## src/rtl/zeus_bus_pkg.sv

```systemverilog
// Shared Zeus CPU-bus definitions: write target encoding and chip-select decode.
package zeus_bus_pkg;

    localparam int unsigned BUS_W = 8;
    localparam int unsigned SEL_W = 6;

    typedef enum logic [2:0] {
        TGT_NONE,
        TGT_VIDEO,
        TGT_IRQ,
        TGT_SPI,
        TGT_MMU,
        TGT_RAM,
        TGT_VRAM,
        TGT_MULTI
    } bus_target_t;

    // sel_n bit order: [0]video [1]irq [2]spi [3]mmu [4]ram [5]vram, all active-low
    function automatic bus_target_t decode_sel(input logic [SEL_W-1:0] sel_n);
        int unsigned n_low;
        bus_target_t t;
        n_low = 0;
        t     = TGT_NONE;
        for (int unsigned i = 0; i < SEL_W; i++) begin
            if (!sel_n[i]) n_low++;
        end
        if (n_low > 1)      t = TGT_MULTI;
        else if (!sel_n[0]) t = TGT_VIDEO;
        else if (!sel_n[1]) t = TGT_IRQ;
        else if (!sel_n[2]) t = TGT_SPI;
        else if (!sel_n[3]) t = TGT_MMU;
        else if (!sel_n[4]) t = TGT_RAM;
        else if (!sel_n[5]) t = TGT_VRAM;
        return t;
    endfunction

endpackage

```

## src/rtl/vram_write_fifo.sv

```systemverilog
// Posted-write FIFO of {data, addr} for the VRAM valid/ready port.
// Only built when DATA_BUS_WRITER_VRAM_FIFO_EN is defined.
`ifdef DATA_BUS_WRITER_VRAM_FIFO_EN
import zeus_bus_pkg::*;

module vram_write_fifo #(
    parameter int unsigned DEPTH = 4
) (
    input  logic                       clk,
    input  logic                       reset,
    input  logic                       i_push,
    input  logic [BUS_W-1:0]           i_data,
    input  logic [BUS_W-1:0]           i_addr,
    input  logic                       i_pop,
    output logic                       o_valid,
    output logic [BUS_W-1:0]           o_data,
    output logic [BUS_W-1:0]           o_addr,
    output logic [$clog2(DEPTH+1)-1:0] o_count,
    output logic                       o_overflow
);

    localparam int unsigned PW = $clog2(DEPTH);
    localparam int unsigned CW = $clog2(DEPTH + 1);
    localparam logic [PW-1:0] PTR_ONE = 1;
    localparam logic [CW-1:0] CNT_ONE = 1;
    localparam logic [CW-1:0] CNT_FULL = CW'(DEPTH);

    logic [2*BUS_W-1:0] r_mem [DEPTH];
    logic [PW-1:0]      r_wr_ptr;
    logic [PW-1:0]      r_rd_ptr;
    logic [CW-1:0]      r_count;
    logic               w_pop;
    logic               w_push_ok;

    assign o_valid    = (r_count != '0);
    assign w_pop      = i_pop && o_valid;
    // A pop in the same clk frees the slot, so a push into a full FIFO is legal then
    assign w_push_ok  = i_push && ((r_count != CNT_FULL) || w_pop);
    assign o_overflow = i_push && !w_push_ok;
    assign {o_data, o_addr} = r_mem[r_rd_ptr];
    assign o_count    = r_count;

    always_ff @(posedge clk) begin
        if (reset) begin
            r_wr_ptr <= '0;
            r_rd_ptr <= '0;
            r_count  <= '0;
        end else begin
            if (w_push_ok) begin
                r_mem[r_wr_ptr] <= {i_data, i_addr};
                r_wr_ptr        <= r_wr_ptr + PTR_ONE;
            end
            if (w_pop) r_rd_ptr <= r_rd_ptr + PTR_ONE;
            if (w_push_ok && !w_pop)      r_count <= r_count + CNT_ONE;
            else if (w_pop && !w_push_ok) r_count <= r_count - CNT_ONE;
        end
    end

endmodule
`endif

```

## src/rtl/data_bus_writer.sv

```systemverilog
// Captures CPU writes on the phi2 falling edge and issues one-clk target strobes or VRAM posts.
// DATA_BUS_WRITER_VRAM_FIFO_EN selects a posted FIFO for VRAM instead of a single holding register.
import zeus_bus_pkg::*;

module data_bus_writer #(
    parameter int unsigned VRAM_FIFO_DEPTH = 4
) (
    input  logic             clk,
    input  logic             reset,
    input  logic             phi2,
    input  logic             read_write,
    input  logic [BUS_W-1:0] cpu_data_bus,
    input  logic [BUS_W-1:0] reg_addr,
    input  logic             io_video_n,
    input  logic             io_irq_n,
    input  logic             io_spi_n,
    input  logic             io_mmu_n,
    input  logic             ram_cs_n,
    input  logic             vram_cs_n,
    output logic [BUS_W-1:0] wr_data,
    output logic [BUS_W-1:0] wr_addr,
    output logic             video_we,
    output logic             irq_we,
    output logic             spi_we,
    output logic             mmu_we,
    output logic             ram_we,
    output logic             vram_wr_valid,
    input  logic             vram_wr_ready,
    output logic [BUS_W-1:0] vram_wr_data,
    output logic [BUS_W-1:0] vram_wr_addr,
    output logic             cpu_rdy,
    output logic             multi_sel_err
);

    localparam logic [0:0] ST_IDLE   = 1'b0;
    localparam logic [0:0] ST_STROBE = 1'b1;

    if (VRAM_FIFO_DEPTH < 2 || VRAM_FIFO_DEPTH > 16 ||
        (VRAM_FIFO_DEPTH & (VRAM_FIFO_DEPTH - 1)) != 0) begin : g_bad_depth
        $error("VRAM_FIFO_DEPTH must be a power of two in 2..16");
    end

    logic             r_phi2_q;
    logic [0:0]       r_state;
    bus_target_t      r_target;
    logic [BUS_W-1:0] r_wr_data;
    logic [BUS_W-1:0] r_wr_addr;
    logic             r_multi_err;
    logic             w_capture;
    logic             w_strobe;
    logic             w_vram_push;
    logic             w_overflow;
    bus_target_t      w_sel_target;

    assign w_capture    = r_phi2_q && !phi2 && !read_write;
    assign w_sel_target = decode_sel({vram_cs_n, ram_cs_n, io_mmu_n, io_spi_n, io_irq_n, io_video_n});
    assign w_strobe     = (r_state == ST_STROBE);
    assign w_vram_push  = w_strobe && (r_target == TGT_VRAM);

    assign video_we      = w_strobe && (r_target == TGT_VIDEO);
    assign irq_we        = w_strobe && (r_target == TGT_IRQ);
    assign spi_we        = w_strobe && (r_target == TGT_SPI);
    assign mmu_we        = w_strobe && (r_target == TGT_MMU);
    assign ram_we        = w_strobe && (r_target == TGT_RAM);
    assign wr_data       = r_wr_data;
    assign wr_addr       = r_wr_addr;
    assign multi_sel_err = r_multi_err;

    always_ff @(posedge clk) begin
        if (reset) begin
            r_phi2_q    <= 1'b0;
            r_state     <= ST_IDLE;
            r_target    <= TGT_NONE;
            r_wr_data   <= '0;
            r_wr_addr   <= '0;
            r_multi_err <= 1'b0;
        end else begin
            r_phi2_q <= phi2;
            if (w_capture) begin
                r_wr_data <= cpu_data_bus;
                r_wr_addr <= reg_addr;
                r_target  <= w_sel_target;
                r_state   <= ST_STROBE;
            end else begin
                r_state <= ST_IDLE;
            end
            if ((w_capture && w_sel_target == TGT_MULTI) || w_overflow) r_multi_err <= 1'b1;
        end
    end

`ifdef DATA_BUS_WRITER_VRAM_FIFO_EN
    logic [$clog2(VRAM_FIFO_DEPTH+1)-1:0] w_fifo_count;

    vram_write_fifo #(
        .DEPTH(VRAM_FIFO_DEPTH)
    ) u_vram_fifo (
        .clk       (clk),
        .reset     (reset),
        .i_push    (w_vram_push),
        .i_data    (r_wr_data),
        .i_addr    (r_wr_addr),
        .i_pop     (vram_wr_ready),
        .o_valid   (vram_wr_valid),
        .o_data    (vram_wr_data),
        .o_addr    (vram_wr_addr),
        .o_count   (w_fifo_count),
        .o_overflow(w_overflow)
    );

    // One slot is kept back for a write that may already be captured but not yet pushed
    assign cpu_rdy = (32'(w_fifo_count) < VRAM_FIFO_DEPTH - 1);
`else
    logic             r_hold_valid;
    logic [BUS_W-1:0] r_hold_data;
    logic [BUS_W-1:0] r_hold_addr;
    logic             r_xfer_q;
    logic             w_xfer;

    assign w_xfer     = r_hold_valid && vram_wr_ready;
    assign w_overflow = w_vram_push && r_hold_valid && !vram_wr_ready;

    always_ff @(posedge clk) begin
        if (reset) begin
            r_hold_valid <= 1'b0;
            r_hold_data  <= '0;
            r_hold_addr  <= '0;
            r_xfer_q     <= 1'b0;
        end else begin
            r_xfer_q <= w_xfer;
            if (w_vram_push && (!r_hold_valid || vram_wr_ready)) begin
                r_hold_valid <= 1'b1;
                r_hold_data  <= r_wr_data;
                r_hold_addr  <= r_wr_addr;
            end else if (w_xfer) begin
                r_hold_valid <= 1'b0;
            end
        end
    end

    assign vram_wr_valid = r_hold_valid;
    assign vram_wr_data  = r_hold_data;
    assign vram_wr_addr  = r_hold_addr;
    assign cpu_rdy       = !(r_hold_valid || r_xfer_q);
`endif

endmodule

```

## config.mk

```make
export PLATFORM = sky130hd
export DESIGN_NAME = data_bus_writer
export DESIGN_NICKNAME = d
export VERILOG_FILES = /design/src/rtl/zeus_bus_pkg.sv /design/src/rtl/vram_write_fifo.sv /design/src/rtl/data_bus_writer.sv
export SDC_FILE = /design/constraint.sdc
export NUM_CORES = 1
export LEC_CHECK = 0
export ABC_AREA = 0
export CAP_MARGIN = 20
export CORE_ASPECT_RATIO = 0.75
export CORE_MARGIN = 2
export CORE_UTILIZATION = 49
export CTS_BUF_LIST = sky130_fd_sc_hd__clkbuf_4 sky130_fd_sc_hd__clkbuf_8
export DETAILED_ROUTE_END_ITERATION = 8
export PLACE_DENSITY = 0.89
export SLEW_MARGIN = 40
export SYNTH_ARGS = -nofsm -noshare
export SYNTH_HDL_FRONTEND = slang
export SYNTH_SLANG_ARGS = --single-unit
```

## constraint.sdc

```tcl
create_clock -name clk -period 6.49 [get_ports clk]
set_input_delay 1.947 -clock clk [delete_from_list [all_inputs] [get_ports clk]]
set_output_delay 1.947 -clock clk [all_outputs]
set_load 0.03 [all_outputs]
```

==> flow_metrics.py, run 1 <==
metrics = {
    "timing": {
        "period_share_pct": 78.2,
        "fmax_mhz": 197,
        "clock_skew_ns": 0.00760,
        "tns_ns": 0,
        "slew-limit-headroom_pct": 53.6,
        "worstMarginPinSlew_ns": 0.696,
        "hold_violations": 0,
        "finalSetupViolations": 0,
        "min_period_ns": 5.07,
        "maxSlewViolCount": 0,
        "rsz0062_at_grt": "false",
    },
    "floorplan": {
        "rows": 19,
        "dieArea_sq_mm": 0.00423,
        "core_sq_mm": 0.00361,
        "boundaryPins": 67,
        "die_h_um": 56.9,
        "start_util_pct": 50.5,
        "die_x_um": 74.5,
    },
    "synth": {
        "synth_cell_types": 35,
        "synth_nets": 265,
        "syn-cell-area_sq_mm": 0.00183,
        "yosys_warnings": 0,
        "ys_seq_area_share_pct": 43.9,
        "avgSynthCellArea_sq_um": 7.90,
        "synth_cells": 231,
        "ys_ff_latch": 40,
    },
    "setup_path": {
        "reg2reg_depth": 6,
        "worst_setup_path_start_kind": "input pin",
        "path_max_fanout": 6,
        "critPathKind": "in2reg",
        "arrival_ns": 5.21,
        "crit_required_ns": 6.63,
        "cp-end-kind": "flip-flop",
    },
    "grt": {
        "grt_overflow_total": 0,
        "grt_usage_pct": 22.4,
        "antenna_found_initial": 0,
        "grt_max_degree": 41,
        "grt_pass1_wl_mm": 7.29,
        "grt_pass1_vias": 1662,
    },
    "cells_and_area": {
        "fillCellCount": 296,
        "diodes": 0,
        "regArea_sq_um": 801,
        "layout.cells.non_filler": 347,
        "drive_above_1_share_pct": 5.08,
        "final_common_cell": "nand2_1",
        "multi_input_area_sq_um": 950,
        "area_growth_pct": 43.0,
        "final_cell_area_sq_mm": 0.00261,
        "final_cell_mix": "nand2_1 (71), clkdlybuf4s50_1 (66), dfxtp_1 (40)",
        "fin_nets": 328,
    },
    "clock_tree": {
        "post_cts_buffers": 0,
        "cts.htree.levels": 2,
        "cts_num_sinks": 40,
        "ctsHoldBuffers": 0,
        "clk_pin_slew_ns": 0.07,
        "cts_inserted_buffers": 5,
        "cts_tree": "yes",
        "cts_resized": 0,
        "clkLatencyLatePin_ns": 0.29,
        "ctsLongestPathBuffers": 2,
        "cts-root-buf": "clkbuf_8",
    },
    "pwr": {
        "total_power_mw": 0.508,
        "vdd_drop_max_mv": 0.140,
        "p_per_area_mw_per_mm2": 195,
        "p_leak_nw": 0.927,
    },
    "drt": {
        "drc": 0,
        "viasPerCell": 5.12,
        "num_vias": 1775,
        "post_drt_wl_per_cell_um": 12.9,
        "first_pass_iters": 4,
        "drt-total-wl_mm": 4.47,
        "wl_met2_mm": 2.18,
        "highest_layer": "met4",
        "drtIter0Drc": 57,
        "ant_nets": 0,
        "met1_length_mm": 2.01,
        "wl_met3_um": 218,
    },
    "placement": {
        "dp_cells": 339,
        "portBuffers": 66,
        "gp_congestion": 0.857,
        "detailed_place_hpwl_mm": 3.26,
        "post_dp_cell_area_sq_mm": 0.00251,
    },
    "run": {
        "max_cap_violations": 0,
    },
    "run_status": {
        "status": "finished clean",
    },
    "worst_hold_path": {
        "worstHoldPathCells": 2,
        "hold_class": "reg2reg",
    },
}
report_power, final:
group	total, mW	internal, mW	leakage [nW]	switching, mW
Clock	0.172	0.0905	0.0479	0.0819
Sequential	0.252	0.249	0.323	0.00290
Combinational	0.0844	0.0412	0.556	0.0431
Total	0.508	0.380	0.927	0.128
flip-flops by register name, summed over array words and instances (netlist names):
signal	cells
vram_wr_addr	8
vram_wr_data	8
wr_addr	8
wr_data	8
r_target	3
multi_sel_err	1
r_phi2_q	1
r_state	1
r_xfer_q	1
vram_wr_valid	1
through the flow:
stage / util [%] / hold slack, ns / setup slack, ns
2_1_floorplan: - / 0.511 / 2.05
6_report: 72.3 / 0.457 / 1.42
5_1_grt: 72.3 / 0.466 / 1.06
3_5_place_dp: 69.6 / 0.447 / 1.13
3_3_place_gp: 69.5 / 0.442 / 1.31
4_1_cts: 72.3 / 0.456 / 1.42
cell usage after synthesis:
| library cell | instances | area, sq um |
|---|---|---|
| xor2_1 | 1 | 8.76 |
| nand3b_1 | 1 | 7.51 |
| inv_1 | 6 | 22.5 |
| xnor2_2 | 1 | 16.3 |
| nor3b_1 | 1 | 7.51 |
| a211oi_1 | 1 | 7.51 |
| o211ai_1 | 3 | 22.5 |
| buf_2 | 2 | 10.0 |
| a211o_1 | 1 | 8.76 |
| nor2b_1 | 4 | 25.0 |
| o21ai_0 | 3 | 15.0 |
| o21ai_2 | 1 | 8.76 |
| nor3_1 | 2 | 10.0 |
| o31ai_1 | 1 | 7.51 |
| and3_1 | 1 | 6.26 |
| buf_6 | 1 | 11.3 |
| and2_0 | 1 | 6.26 |
| a311oi_1 | 2 | 17.5 |
| nand2_1 | 71 | 267 |
| clkbuf_1 | 9 | 33.8 |
| nand2b_1 | 4 | 25.0 |
| nor2_1 | 13 | 48.8 |
| a21oi_1 | 38 | 190 |
| xnor2_1 | 2 | 17.5 |
| o211a_1 | 1 | 10.0 |
| nand3_1 | 2 | 10.0 |
| dfxtp_1 | 40 | 801 |
| a211oi_2 | 1 | 12.5 |
| mux2i_1 | 3 | 30.0 |
| nand4_1 | 1 | 6.26 |
| and2_1 | 2 | 12.5 |
| xor3_2 | 1 | 25.0 |
| and4b_1 | 1 | 10.0 |
| nor4bb_1 | 2 | 20.0 |
| ha_1 | 7 | 87.6 |
logic make-up after synthesis:
kind of cell / after synthesis / synth area share [%]
multiplexers: 3 / 1.65
AND/OR/NAND/NOR: 106 / 25.3
AO/OA/AOI/OAI: 52 / 16.4
XOR/XNOR: 5 / 3.70
buffers and inverters: 18 / 4.25
flip-flops: 40 / 43.9
adder cells (fa/ha/maj): 7 / 4.80
final cells by class:
| cell class | count | area share [%] |
|---|---|---|
| clock buffers | 7 | 3.45 |
| clock inverters | 1 | 0.287 |
| inverters | 6 | 0.862 |
| multi-input cells | 173 | 36.4 |
| flip-flops and latches | 40 | 30.7 |
| well taps | 52 | 2.49 |
| repair buffers | 68 | 25.9 |
worst paths after layout:
| check | slack [ns] | startpoint | end |
|---|---|---|---|
| worst min-delay path | 0.46 | vram_wr_data[5] | vram_wr_data[5] |
| worst max register to register | 4.80 | r_target[1] | vram_wr_addr[0] |
| worst max-delay path | 1.42 | io_irq_n | r_target[0] |
| worst min register to register | 0.46 | vram_wr_data[5] | vram_wr_data[5] |
metal layers:
layer | global-route usage, % | vias up
li1 | - | 896
met1 | 29.4 | 828
met2 | 36.2 | 44
met3 | 5.75 | 7
met4 | 6.63 | 0
met5 | 0 | -
worst max-delay path, cell delays in order:
cell	delay, ns
clkdlybuf4s50_1	0.59
inv_1	0.10
ha_1	0.36
xnor2_2	0.24
xor2_1	0.17
o21ai_0	0.09
ha_1	0.31
mux2i_1	0.09
o21ai_0	0.11
ha_1	0.16
nor2b_1	0.25
o21ai_2	0.11
mux2i_1	0.16
nor2_1	0.07
nor3_1	0.31
a311oi_1	0.14
No activity file was read; power rests on OpenSTA's default activity.
==> run 2: changes to the inputs <==
--- a/config.mk
+++ b/config.mk
@@ -9,10 +9,10 @@
 export CAP_MARGIN = 20
 export CORE_ASPECT_RATIO = 0.75
 export CORE_MARGIN = 2
-export CORE_UTILIZATION = 49
+export CORE_UTILIZATION = 46
 export CTS_BUF_LIST = sky130_fd_sc_hd__clkbuf_4 sky130_fd_sc_hd__clkbuf_8
 export DETAILED_ROUTE_END_ITERATION = 8
-export PLACE_DENSITY = 0.89
+export PLACE_DENSITY = 0.84
 export SLEW_MARGIN = 40
 export SYNTH_ARGS = -nofsm -noshare
 export SYNTH_HDL_FRONTEND = slang
==> constraint.sdc (replaced) <==
create_clock -name clk -period 4.7 [get_ports clk]
set_input_delay 1.41 -clock clk [delete_from_list [all_inputs] [get_ports clk]]
set_output_delay 1.41 -clock clk [all_outputs]
set_load 0.03 [all_outputs]
==> run 2 against run 1 <==
  * Die area increased by 6.1%
  * Setup slack got worse by 1.1 ns
  * Register-to-register slack got worse by 1.8 ns
  * Clock skew increased by 0.0013 ns
  * Combinational power increased by 43%
  * Total power increased by 56%
  * Global-route usage decreased by 1.8 points
  * Largest cell class unchanged
  * Highest routed layer unchanged
==> flow_metrics.py, run 2 (same netlist as run 1, synthesis figures left out) <==
metrics = {
    "cells_and_area": {
        "area_growth_pct": 46.3,
        "diodes": 0,
        "final_common_cell": "nand2_1",
        "fillCellCount": 323,
        "fin_nets": 331,
        "final_cell_mix": "nand2_1 (71), clkdlybuf4s50_1 (66), dfxtp_1 (40)",
        "drive_above_1_share_pct": 6.06,
        "utilization_pct": 71.5,
    },
    "run": {
        "max_cap_violations": 0,
    },
    "timing": {
        "tns_ns": 0,
        "setup_slack_ns": 0.340,
        "fmax_mhz": 229,
        "hold_violations": 0,
        "min_period_ns": 4.36,
        "period_share_pct": 92.8,
        "clock_skew_ns": 0.00892,
        "maxSlewViolCount": 0,
        "worstMarginPinSlew_ns": 0.706,
        "finalSetupViolations": 0,
        "slew-limit-headroom_pct": 52.9,
        "hold_slack_ns": 0.461,
        "rsz0062_at_grt": "false",
    },
    "grt": {
        "grt_pass1_vias": 1587,
        "grt_overflow_total": 0,
        "antenna_found_initial": 0,
        "grt_max_degree": 41,
        "grt_usage_pct": 20.7,
        "grt_pass1_wl_mm": 7.27,
    },
    "placement": {
        "pre_cts_ws_ns": 0.0290,
        "detailed_place_hpwl_mm": 3.29,
        "gp_congestion": 0.823,
        "portBuffers": 66,
    },
    "floorplan": {
        "dieArea_sq_mm": 0.00449,
        "boundaryPins": 67,
        "die_h_um": 58.6,
        "rows": 19,
        "start_util_pct": 48.9,
        "core_sq_mm": 0.00373,
        "die_x_um": 76.7,
    },
    "clock_tree": {
        "cts-root-buf": "clkbuf_8",
        "ctsLongestPathBuffers": 2,
        "cts_tree": "yes",
        "clkLatencyLatePin_ns": 0.29,
        "cts.htree.levels": 2,
        "clk_pin_slew_ns": 0.07,
        "cts_inserted_buffers": 5,
        "cts_num_sinks": 40,
    },
    "run_status": {
        "status": "finished clean",
    },
    "pwr": {
        "total_power_mw": 0.795,
        "vdd_drop_max_mv": 0.204,
        "p_per_area_mw_per_mm2": 298,
        "p_leak_nw": 0.959,
    },
    "setup_path": {
        "crit_required_ns": 4.90,
        "arrival_ns": 4.56,
        "r2r-start": "r_target[1]",
        "critPathKind": "in2reg",
        "startpoint": "io_video_n",
        "cp-end-kind": "flip-flop",
        "worst_setup_path_start_kind": "input pin",
        "path_max_fanout": 4,
    },
    "worst_hold_path": {
        "hold_class": "reg2reg",
        "hold_start": "vram_wr_addr[1]",
    },
    "drt": {
        "num_vias": 1730,
        "viasPerCell": 4.96,
        "drc": 0,
        "ant_nets": 0,
        "post_drt_wl_per_cell_um": 13.0,
        "drt-total-wl_mm": 4.52,
        "first_pass_iters": 4,
        "drtIter0Drc": 68,
    },
}
==> run 2: changes by cell type in the layout (fill, tap and decap cells not counted), sizes merged <==
cell and change:
buf +3, clkinvlp -1, bufinv +2, clkbuf -2
==> run 2: worst paths after layout <==
path / end / slack (ns) / cells after the start
hold / removal: vram_wr_addr[1] / 0.46 / 2
hold reg to reg: vram_wr_addr[1] / 0.46 / 2
setup reg to reg: vram_wr_data[4] / 3.00 / 6
setup / recovery: r_target[2] / 0.34 / 16
==> run 2: final cells by class <==
type	count	area [sq um]	share of cell area, %
repair buffers	71	698	26.1
flip-flops and latches	40	801	30.0
clock buffers	5	68.8	2.58
inverters	6	22.5	0.843
well taps	52	65.1	2.44
multi-input cells	173	955	35.8
clock inverters	2	60.1	2.25
==> run 2: per-layer routing <==
metal / vias to the layer above / global-route usage (%) / wire (um)
met5: - / 0 / 0
met4: 0 / 7.01 / 53
met3: 5 / 6.75 / 195
met2: 39 / 34.6 / 2140
met1: 787 / 25.6 / 2140
li1: 899 / - / -
==> run 2: per-stage QoR <==
step / instance area (sq um) / cells
global route: 2670 / 349
CTS: 2670 / 349
detailed placement: 2540 / 342
finish: 2670 / 349
floorplan: 1830 / 231
global placement: 2530 / 342
==> run 2: power by group <==
group          switching, mW  internal (mW)
sequential           0.00396          0.343
clock                  0.117          0.209
combinational         0.0616         0.0597
total                  0.183          0.612
==> run 2: critical path, stage by stage <==
cell and delay (ns):
clkdlybuf4s50_1 0.47, inv_1 0.07, ha_1 0.36, xnor2_2 0.23, xor2_1 0.17, o21ai_1 0.08
ha_1 0.31, mux2i_1 0.17, o21ai_0 0.12, ha_1 0.20, nor2b_1 0.16, o21ai_2 0.08
a21oi_1 0.11, a211oi_2 0.28, nor3_2 0.08, a311oi_1 0.25
==> run 2: what timing repair did <==
action / 4_1_cts / 5_1_grt
endpoints found under the hold margin: 0 / 0
buffers inserted: 0 / 0
endpoints found under the setup margin: 0 / 2
resized for setup: 0 / 2
hold buffers: 0 / 0
==> run 3: changes to the inputs <==
--- a/config.mk
+++ b/config.mk
@@ -6,6 +6,7 @@
 export NUM_CORES = 1
 export LEC_CHECK = 0
 export ABC_AREA = 0
+export ABC_CLOCK_PERIOD_IN_PS = 4700
 export CAP_MARGIN = 20
 export CORE_ASPECT_RATIO = 0.75
 export CORE_MARGIN = 2
==> results of run 3 <==
No change in the layout: final DEF, timing and power equal those of run 2.
